### src/rtl/nfca_tx_frame.sv
// NFC-A (ISO 14443-3 type A) transmit framer: turns a byte stream into SOF, data,
// odd-parity, optional CRC_A and EOC bits, one bit per modulator tx_req slot.
module nfca_tx_frame (
  input  logic       clk,
  input  logic       rstn,
  input  logic       tx_tvalid,
  output logic       tx_tready,
  input  logic [7:0] tx_tdata,
  input  logic       tx_tlast,
  input  logic [2:0] tx_tbits,
  input  logic       crc_en,
  input  logic       tx_req,
  output logic       tx_en,
  output logic       tx_bit,
  output logic       tx_busy,
  output logic       tx_underflow
);

  typedef enum logic [2:0] {IDLE, SOF, DATA, PAR, CRC, CPAR, EOC, DONE} state_t;

  // Handshake: a byte is taken when tx_tvalid && tx_tready; tx_tready is high
  // exactly while the single-entry buffer is empty.
  state_t      state;
  logic        buf_full;
  logic [7:0]  buf_data;
  logic        buf_last;
  logic [2:0]  buf_bits;
  logic        buf_crc;
  logic [7:0]  cur_byte;
  logic        cur_last;
  logic [2:0]  cur_bits;
  logic        crc_on;
  logic        crc_hi;
  logic        fetch;
  logic [2:0]  cnt;
  logic [15:0] crc;

  logic [7:0]  src_byte;
  logic        src_last;
  logic [2:0]  src_bits;
  logic        src_part;
  logic [2:0]  last_idx;
  logic        data_bit;
  logic [15:0] crc_upd;

  // The first bit of a follow-on byte comes straight from the buffer in the
  // same slot that moves it into the working register.
  always_comb begin
    src_byte = fetch ? buf_data : cur_byte;
    src_last = fetch ? buf_last : cur_last;
    src_bits = fetch ? buf_bits : cur_bits;
    src_part = src_last && (src_bits != 3'd0);
    last_idx = src_part ? 3'(src_bits - 3'd1) : 3'd7;
    data_bit = src_byte[cnt];
    crc_upd  = {1'b0, crc[15:1]} ^ ((crc[0] ^ data_bit) ? 16'h8408 : 16'h0000);
  end

  assign tx_tready = ~buf_full;
  assign tx_busy   = (state != IDLE);

  always_ff @(posedge clk or negedge rstn) begin
    if (!rstn) begin
      state        <= IDLE;
      buf_full     <= 1'b0;
      buf_data     <= 8'h00;
      buf_last     <= 1'b0;
      buf_bits     <= 3'd0;
      buf_crc      <= 1'b0;
      cur_byte     <= 8'h00;
      cur_last     <= 1'b0;
      cur_bits     <= 3'd0;
      crc_on       <= 1'b0;
      crc_hi       <= 1'b0;
      fetch        <= 1'b0;
      cnt          <= 3'd0;
      crc          <= 16'h6363;
      tx_en        <= 1'b0;
      tx_bit       <= 1'b0;
      tx_underflow <= 1'b0;
    end else begin
      tx_underflow <= 1'b0;
      if (tx_tvalid && tx_tready) begin
        buf_full <= 1'b1;
        buf_data <= tx_tdata;
        buf_last <= tx_tlast;
        buf_bits <= tx_tbits;
        buf_crc  <= crc_en;
      end
      if (tx_req) begin
        case (state)
          IDLE: begin
            tx_bit <= 1'b0;
            if (buf_full) begin
              tx_en    <= 1'b1;
              cur_byte <= buf_data;
              cur_last <= buf_last;
              cur_bits <= buf_bits;
              crc_on   <= buf_crc;
              buf_full <= 1'b0;
              crc      <= 16'h6363;
              crc_hi   <= 1'b0;
              fetch    <= 1'b0;
              cnt      <= 3'd0;
              state    <= SOF;
            end else begin
              tx_en <= 1'b0;
            end
          end
          SOF, DATA: begin
            if (fetch && !buf_full) begin
              tx_en        <= 1'b0;
              tx_bit       <= 1'b0;
              tx_underflow <= 1'b1;
              fetch        <= 1'b0;
              state        <= IDLE;
            end else begin
              if (fetch) begin
                cur_byte <= buf_data;
                cur_last <= buf_last;
                cur_bits <= buf_bits;
                buf_full <= 1'b0;
                fetch    <= 1'b0;
              end
              tx_en  <= 1'b1;
              tx_bit <= data_bit;
              if (!src_part) crc <= crc_upd;
              cnt <= cnt + 3'd1;
              if (cnt == last_idx) begin
                cnt   <= 3'd0;
                state <= src_part ? EOC : PAR;
              end else begin
                state <= DATA;
              end
            end
          end
          PAR: begin
            tx_en  <= 1'b1;
            tx_bit <= ~^cur_byte;
            cnt    <= 3'd0;
            if (!cur_last) begin
              fetch <= 1'b1;
              state <= DATA;
            end else if (crc_on) begin
              cur_byte <= crc[7:0];
              state    <= CRC;
            end else begin
              state <= EOC;
            end
          end
          CRC: begin
            tx_en  <= 1'b1;
            tx_bit <= cur_byte[cnt];
            cnt    <= cnt + 3'd1;
            if (cnt == 3'd7) state <= CPAR;
          end
          CPAR: begin
            tx_en  <= 1'b1;
            tx_bit <= ~^cur_byte;
            if (!crc_hi) begin
              cur_byte <= crc[15:8];
              crc_hi   <= 1'b1;
              state    <= CRC;
            end else begin
              state <= EOC;
            end
          end
          EOC: begin
            tx_en  <= 1'b1;
            tx_bit <= 1'b0;
            state  <= DONE;
          end
          DONE: begin
            tx_en  <= 1'b0;
            tx_bit <= 1'b0;
            state  <= IDLE;
          end
          default: state <= IDLE;
        endcase
      end
    end
  end

endmodule

### config.mk
export PLATFORM = sky130hd
export DESIGN_NAME = nfca_tx_frame
export DESIGN_NICKNAME = d
export VERILOG_FILES = /design/src/rtl/nfca_tx_frame.sv
export SDC_FILE = /design/constraint.sdc
export NUM_CORES = 1
export LEC_CHECK = 0
export CORE_MARGIN = 2
export CORE_UTILIZATION = 38
export DETAILED_ROUTE_END_ITERATION = 8
export GPL_TIMING_DRIVEN = 0
export HOLD_SLACK_MARGIN = 0.1
export PLACE_DENSITY = 0.53
export SLEW_MARGIN = 40
export SYNTH_ARGS = -nofsm -noshare
export SYNTH_HDL_FRONTEND = slang
export SYNTH_SLANG_ARGS = --single-unit
### constraint.sdc
create_clock -name clk -period 2.7 [get_ports clk]
set_input_delay 0.54 -clock clk [delete_from_list [all_inputs] [get_ports clk]]
set_output_delay 0.54 -clock clk [all_outputs]
set_load 0.02 [all_outputs]
==> results.ini, run 1 <==
[die]
num_rows=32
initial_core_util=0.390
die_h_um=92.6
core-area_um2=7650
io_pins=22
die_x_um=92.6
dieArea_um2=8570

[synth]
yosys.area.top_type_share=0.386
postSynthCellCount=301
ys_top_cells_by_area=dfrtp_1 39%, mux2_2 7.6%, dfstp_2 7.1%
yosys_warnings=0
synth_edf_count=0
ys_seq_elements=54
synth.distinct_cells=43
avgSynthCellArea_um2=9.90
async_flop_share=1.00
synth_area_um2=2980
synth_flop_cell=dfrtp_1
yosysTopAreaCell=dfrtp_1
yosysSeqAreaShare=0.457
syn_nets=322

[sta]
rsz0062_at_grt=false
slew_viol_final=0
max_freq_mhz=391
hold_viol=0
whs_ps=103
finalSetupViolCount=0
timing.final.crit_share=0.948
worst_pin_slew_ps=710
skew_ps=8.84
min_period_ps=2560
slew_headroom=0.526
setup_tns_ps=0

[setup_path]
required_ps=2160
cp_top_family=buffers and inverters
cp-end-kind=output pin
r2r-start=fetch
reg2reg_setup_slack_ps=170
max_stage_delay_ps=550
r2r-end=state[2]
crit_type=flip-flop to output pin
crit_path_top_delay_cell=clkdlybuf4s50_1
arrival_ps=2020
worst-path-max-fanout=10
crit_chain=clkbuf_1 -> nor2_1 -> nand2_1 -> clkdlybuf4s50_1
crit_buf_inv=2
cp-start-kind=flip-flop
reg2reg_depth=10

[grt]
grt_pass1_wl_mm=12.6
antenna_found_initial=0
grt_max_degree=33
grt-ovfl-total=0
grt_pass1_vias=2446
grt_usage=0.187

[routing]
drt-wirelength-per-cell_um=17.0
drt_iter0_markers=108
ant_nets=0
wirelength_mm=7.36
via_per_inst=5.51
drt-pass1-iter-count=4
vias=2379
drc=0

[layout]
design_area_um2=3460
fin_cells=432
diodes=0
layout_commonest_cell=dfrtp_1
nets=350
syn2layout_area_growth_pct=16.0
drive_gt1_frac=0.139
fill_cells=749
final_cell_mix=46 x dfrtp_1, 37 x nand2_1, 31 x o21ai_0

[job]
maxCapViolCount=0

[placement]
dpl_cell_area_um2=3340
place.port_buffers=21
place_inst=425
hpwlAfterDp_mm=5.50
gp_congestion=0.840

[pwr]
pwr-share-comb=0.507
ir_drop_mv=0.465
p_sw_frac=0.420
power_frac_clock=0.140
power_mw=4.21
p_leak_nw=1.39
p_switching_mw=1.77
power_per_cell_area_nw_per_um2=1220
power.share.sequential=0.353
p_int_mw=2.44

[cts]
cts_htree_levels=2
cts-root-buf=clkbuf_8
clk_pin_slew_worst_paths_ps=100
holdBufCountCts=0
clock_path_buffers=2
cts_tree=yes
cts_buffers=5
cts_sinks=54
insertion_delay_ps=320

[worst_hold_path]
worstHoldPathType=primary input to asynchronous set/reset pin

[status]
outcome=completed

==> registers in the layout, indices dropped and copies added, names as in the netlist <==
name,count
cur_bits,3
cnt,3
buf_bits,3
crc_hi,1
state,3
buf_last,1
tx_underflow,1
cur_byte,8
buf_data,8
tx_bit,1
tx_en,1
cur_last,1
buf_crc,1
crc_on,1
crc,16
buf_full,1
fetch,1
==> power groups by stage <==
stage               Combinational (mW)  Sequential [mW]  Clock (mW)
detailed placement                2.13             1.50           0
floorplan                         1.62             1.40           0
global route                      2.39             1.53       0.639
CTS                               2.13             1.49       0.602
global placement                  2.11             1.50           0
finish                            2.13             1.48       0.591
==> what timing repair did <==
item / in CTS / in global routing
setup buffers: 0 / 0
pin swaps: 0 / 0
endpoints found under the setup margin: 15 / 1
hold endpoints to repair: 0 / 0
gates resized for setup: 0 / 1
==> synthesized netlist by cell type, types with 2 or more instances <==
| cell type | number |
|---|---|
| mux4_2 | 4 |
| a31oi_1 | 6 |
| a41o_1 | 7 |
| a21oi_1 | 22 |
| dfstp_2 | 8 |
| o22a_1 | 7 |
| ha_1 | 4 |
| xnor2_1 | 8 |
| a21o_1 | 2 |
| inv_1 | 8 |
| xor2_1 | 4 |
| a22o_1 | 6 |
| o21ai_0 | 31 |
| and3_1 | 2 |
| nand2b_1 | 4 |
| nand3_1 | 3 |
| o211ai_1 | 2 |
| nor2_1 | 11 |
| o21ai_1 | 3 |
| nor2b_1 | 5 |
| o21a_1 | 3 |
| or2_2 | 2 |
| mux2i_1 | 6 |
| nand4_1 | 7 |
| mux2_2 | 20 |
| nand2_1 | 37 |
| o22ai_1 | 2 |
| clkbuf_1 | 17 |
| dfrtp_1 | 46 |
==> stage by stage <==
stage	util	worst slack (ps)
after floorplan	-	215
after global placement	0.434	-690
after detailed placement	0.436	-203
after CTS	0.452	150
after global routing	0.452	26.3
final	0.452	139
==> worst max-delay path by stage <==
stage | slack, ps | depth (start not counted) | startpoint | end
global route | 30 | 4 | state[0] | tx_busy
detailed placement | -200 | 11 | fetch | state[2]
floorplan | 220 | 11 | fetch | cnt[0]
CTS | 150 | 4 | state[0] | tx_busy
finish | 140 | 4 | state[0] | tx_busy
global placement | -690 | 1 | rstn | buf_data[5]
==> kinds of logic (layout without fill, tap and decap cells) <==
kind of cell    count (synthesis)  after routing  share of synthesized area
mux                            30             30                      0.126
compound gates                 97             97                      0.207
buf+inv                        28             57                     0.0382
simple gates                   76             76                      0.120
flops                          54             54                      0.457
fa+ha+maj                       4              4                     0.0168
xor+xnor                       12             12                     0.0353
==> layout make-up <==
cell class              instances  area [um^2]  share of cell area
well taps                     102          128              0.0369
repair buffers                 22          228              0.0659
clock buffers                   6         82.6              0.0239
clock inverters                 2         38.8              0.0112
plain buffers                  19         82.6              0.0239
inverters                       8         30.0             0.00869
flip-flops and latches         54         1360               0.394
multi-input cells             219         1510               0.436
==> per-layer routing <==
layer	up-vias	wire, um	share of wire	track usage
met4	0	90	0.012	0.0448
met1	1175	3610	0.49	0.264
met3	9	240	0.033	0.0285
met5	-	0	0	0
li1	1148	-	-	-
met2	47	3420	0.46	0.302
Note: power is estimated with default switching activity, not from simulation.
==> run 2, diff against run 1 <==
- clock period: 2.7 -> 2.75 ns (I/O delays scaled with it)
==> run 2 against run 1 <==
Against the previous run: routed wire length decreased by 0.18%; worst setup slack improved by 38 ps; hold slack improved by 12 ps; critical path depth unchanged; sequential cell count unchanged.
==> results.ini, run 2 (synthesized netlist as in run 1, its figures left out) <==
[status]
outcome=completed

[setup_path]
cp_top_family=buffers and inverters
worst-path-max-fanout=10
crit_type=flip-flop to output pin
cp-start-kind=flip-flop
max_stage_delay_ps=550
required_ps=2200
arrival_ps=2020
reg2reg_setup_slack_ps=180
crit_path_top_delay_cell=clkdlybuf4s50_1
crit_buf_inv=2
crit_chain=clkbuf_1 -> nor2_1 -> nand2_1 -> clkdlybuf4s50_1
cp-end-kind=output pin

[grt]
grt_usage=0.187
grt-ovfl-total=0
grt_pass1_vias=2446
grt_max_degree=33
antenna_found_initial=0
grt_pass1_wl_mm=12.6

[die]
core-area_um2=7650
die_x_um=92.6
num_rows=32
die_h_um=92.6
io_pins=22
initial_core_util=0.390
dieArea_um2=8570

[layout]
fin_cells=432
largest-register=crc
nets=350
design_area_um2=3450
largestRegisters=crc (16), buf_data (8), cur_byte (8)
final_cell_mix=46 x dfrtp_1, 37 x nand2_1, 31 x o21ai_0
drive_gt1_frac=0.139
fill_cells=749
layout_commonest_cell=dfrtp_1
largest_reg_flops=16
syn2layout_area_growth_pct=15.9
diodes=0

[worst_hold_path]
worstHoldPathType=primary input to asynchronous set/reset pin

[cts]
cts_buffers=5
clk_pin_slew_worst_paths_ps=100
cts-root-buf=clkbuf_8
insertion_delay_ps=320
cts_htree_levels=2
cts_sinks=54
clock_path_buffers=2
cts_tree=yes
postCtsSetupBuffers=0

[sta]
hold_viol=0
slew_viol_final=0
max_freq_mhz=389
finalSetupViolCount=0
min_period_ps=2570
skew_ps=10.9
slew_headroom=0.540
rsz0062_at_grt=false
worst_slack_ps=177
setup_tns_ps=0
worst_pin_slew_ps=689
timing.final.crit_share=0.936

[placement]
hpwlAfterDp_mm=5.50
place.port_buffers=21
dpl_cell_area_um2=3340
place_inst=425
dp_slack_ps=-153
gp_congestion=0.840

[routing]
via_per_inst=5.50
drt_iter0_markers=108
vias=2375
drc=0
ant_nets=0
drt-pass1-iter-count=5
drt-wirelength-per-cell_um=17.0
wirelength_mm=7.35

[job]
maxCapViolCount=0

[pwr]
ir_drop_mv=0.456
power_mw=4.13
power_per_cell_area_nw_per_um2=1200
p_leak_nw=1.39

-- run 2: cell count changes in the layout (fill, tap and decap cells not counted) --
cell	delta
clkbuf_4	-1
buf_2	+1
-- run 2: metal layers --
metal | vias to the layer above | GRT usage | share of wire
met4 | 0 | 0.0448 | 0.011
met3 | 7 | 0.0285 | 0.035
li1 | 1147 | - | -
met5 | - | 0 | 0
met1 | 1173 | 0.264 | 0.49
met2 | 48 | 0.302 | 0.47
-- run 2: repair_timing --
action | in CTS | in global routing
hold buffers | 0 | 0
endpoints found under the setup margin | 15 | 0
gates resized for setup | 0 | 0
-- run 2: path summary, 6_finish.rpt --
path | start | to | depth (start not counted)
worst max-delay path | state[0] | tx_busy | 4
worst min-delay path | rstn | crc[2] | 1
worst max register to register | fetch | state[2] | 10
worst min register to register | cur_bits[2] | cur_bits[2] | 1
max in group asynchronous | rstn | fetch | 2
min in group clk | cur_bits[2] | cur_bits[2] | 1
-- run 2: layout make-up --
cell class,count,area (um^2),area share
inverters,8,30.0,0.00870
repair buffers,22,228,0.0659
well taps,102,128,0.0370
clock buffers,6,82.6,0.0239
multi-input cells,219,1510,0.436
plain buffers,19,80.1,0.0232
flip-flops and latches,54,1360,0.394
clock inverters,2,38.8,0.0112
-- run 2: report_power, final --
group | switching, mW | internal (mW)
sequential | 0.308 | 1.15
clock | 0.277 | 0.300
combinational | 1.15 | 0.948
-- run 2: through the flow --
step,hold slack [ps],utilization
after floorplan,254,-
after global placement,486,0.434
after detailed placement,470,0.436
final,115,0.452
after global routing,126,0.452
after CTS,123,0.452
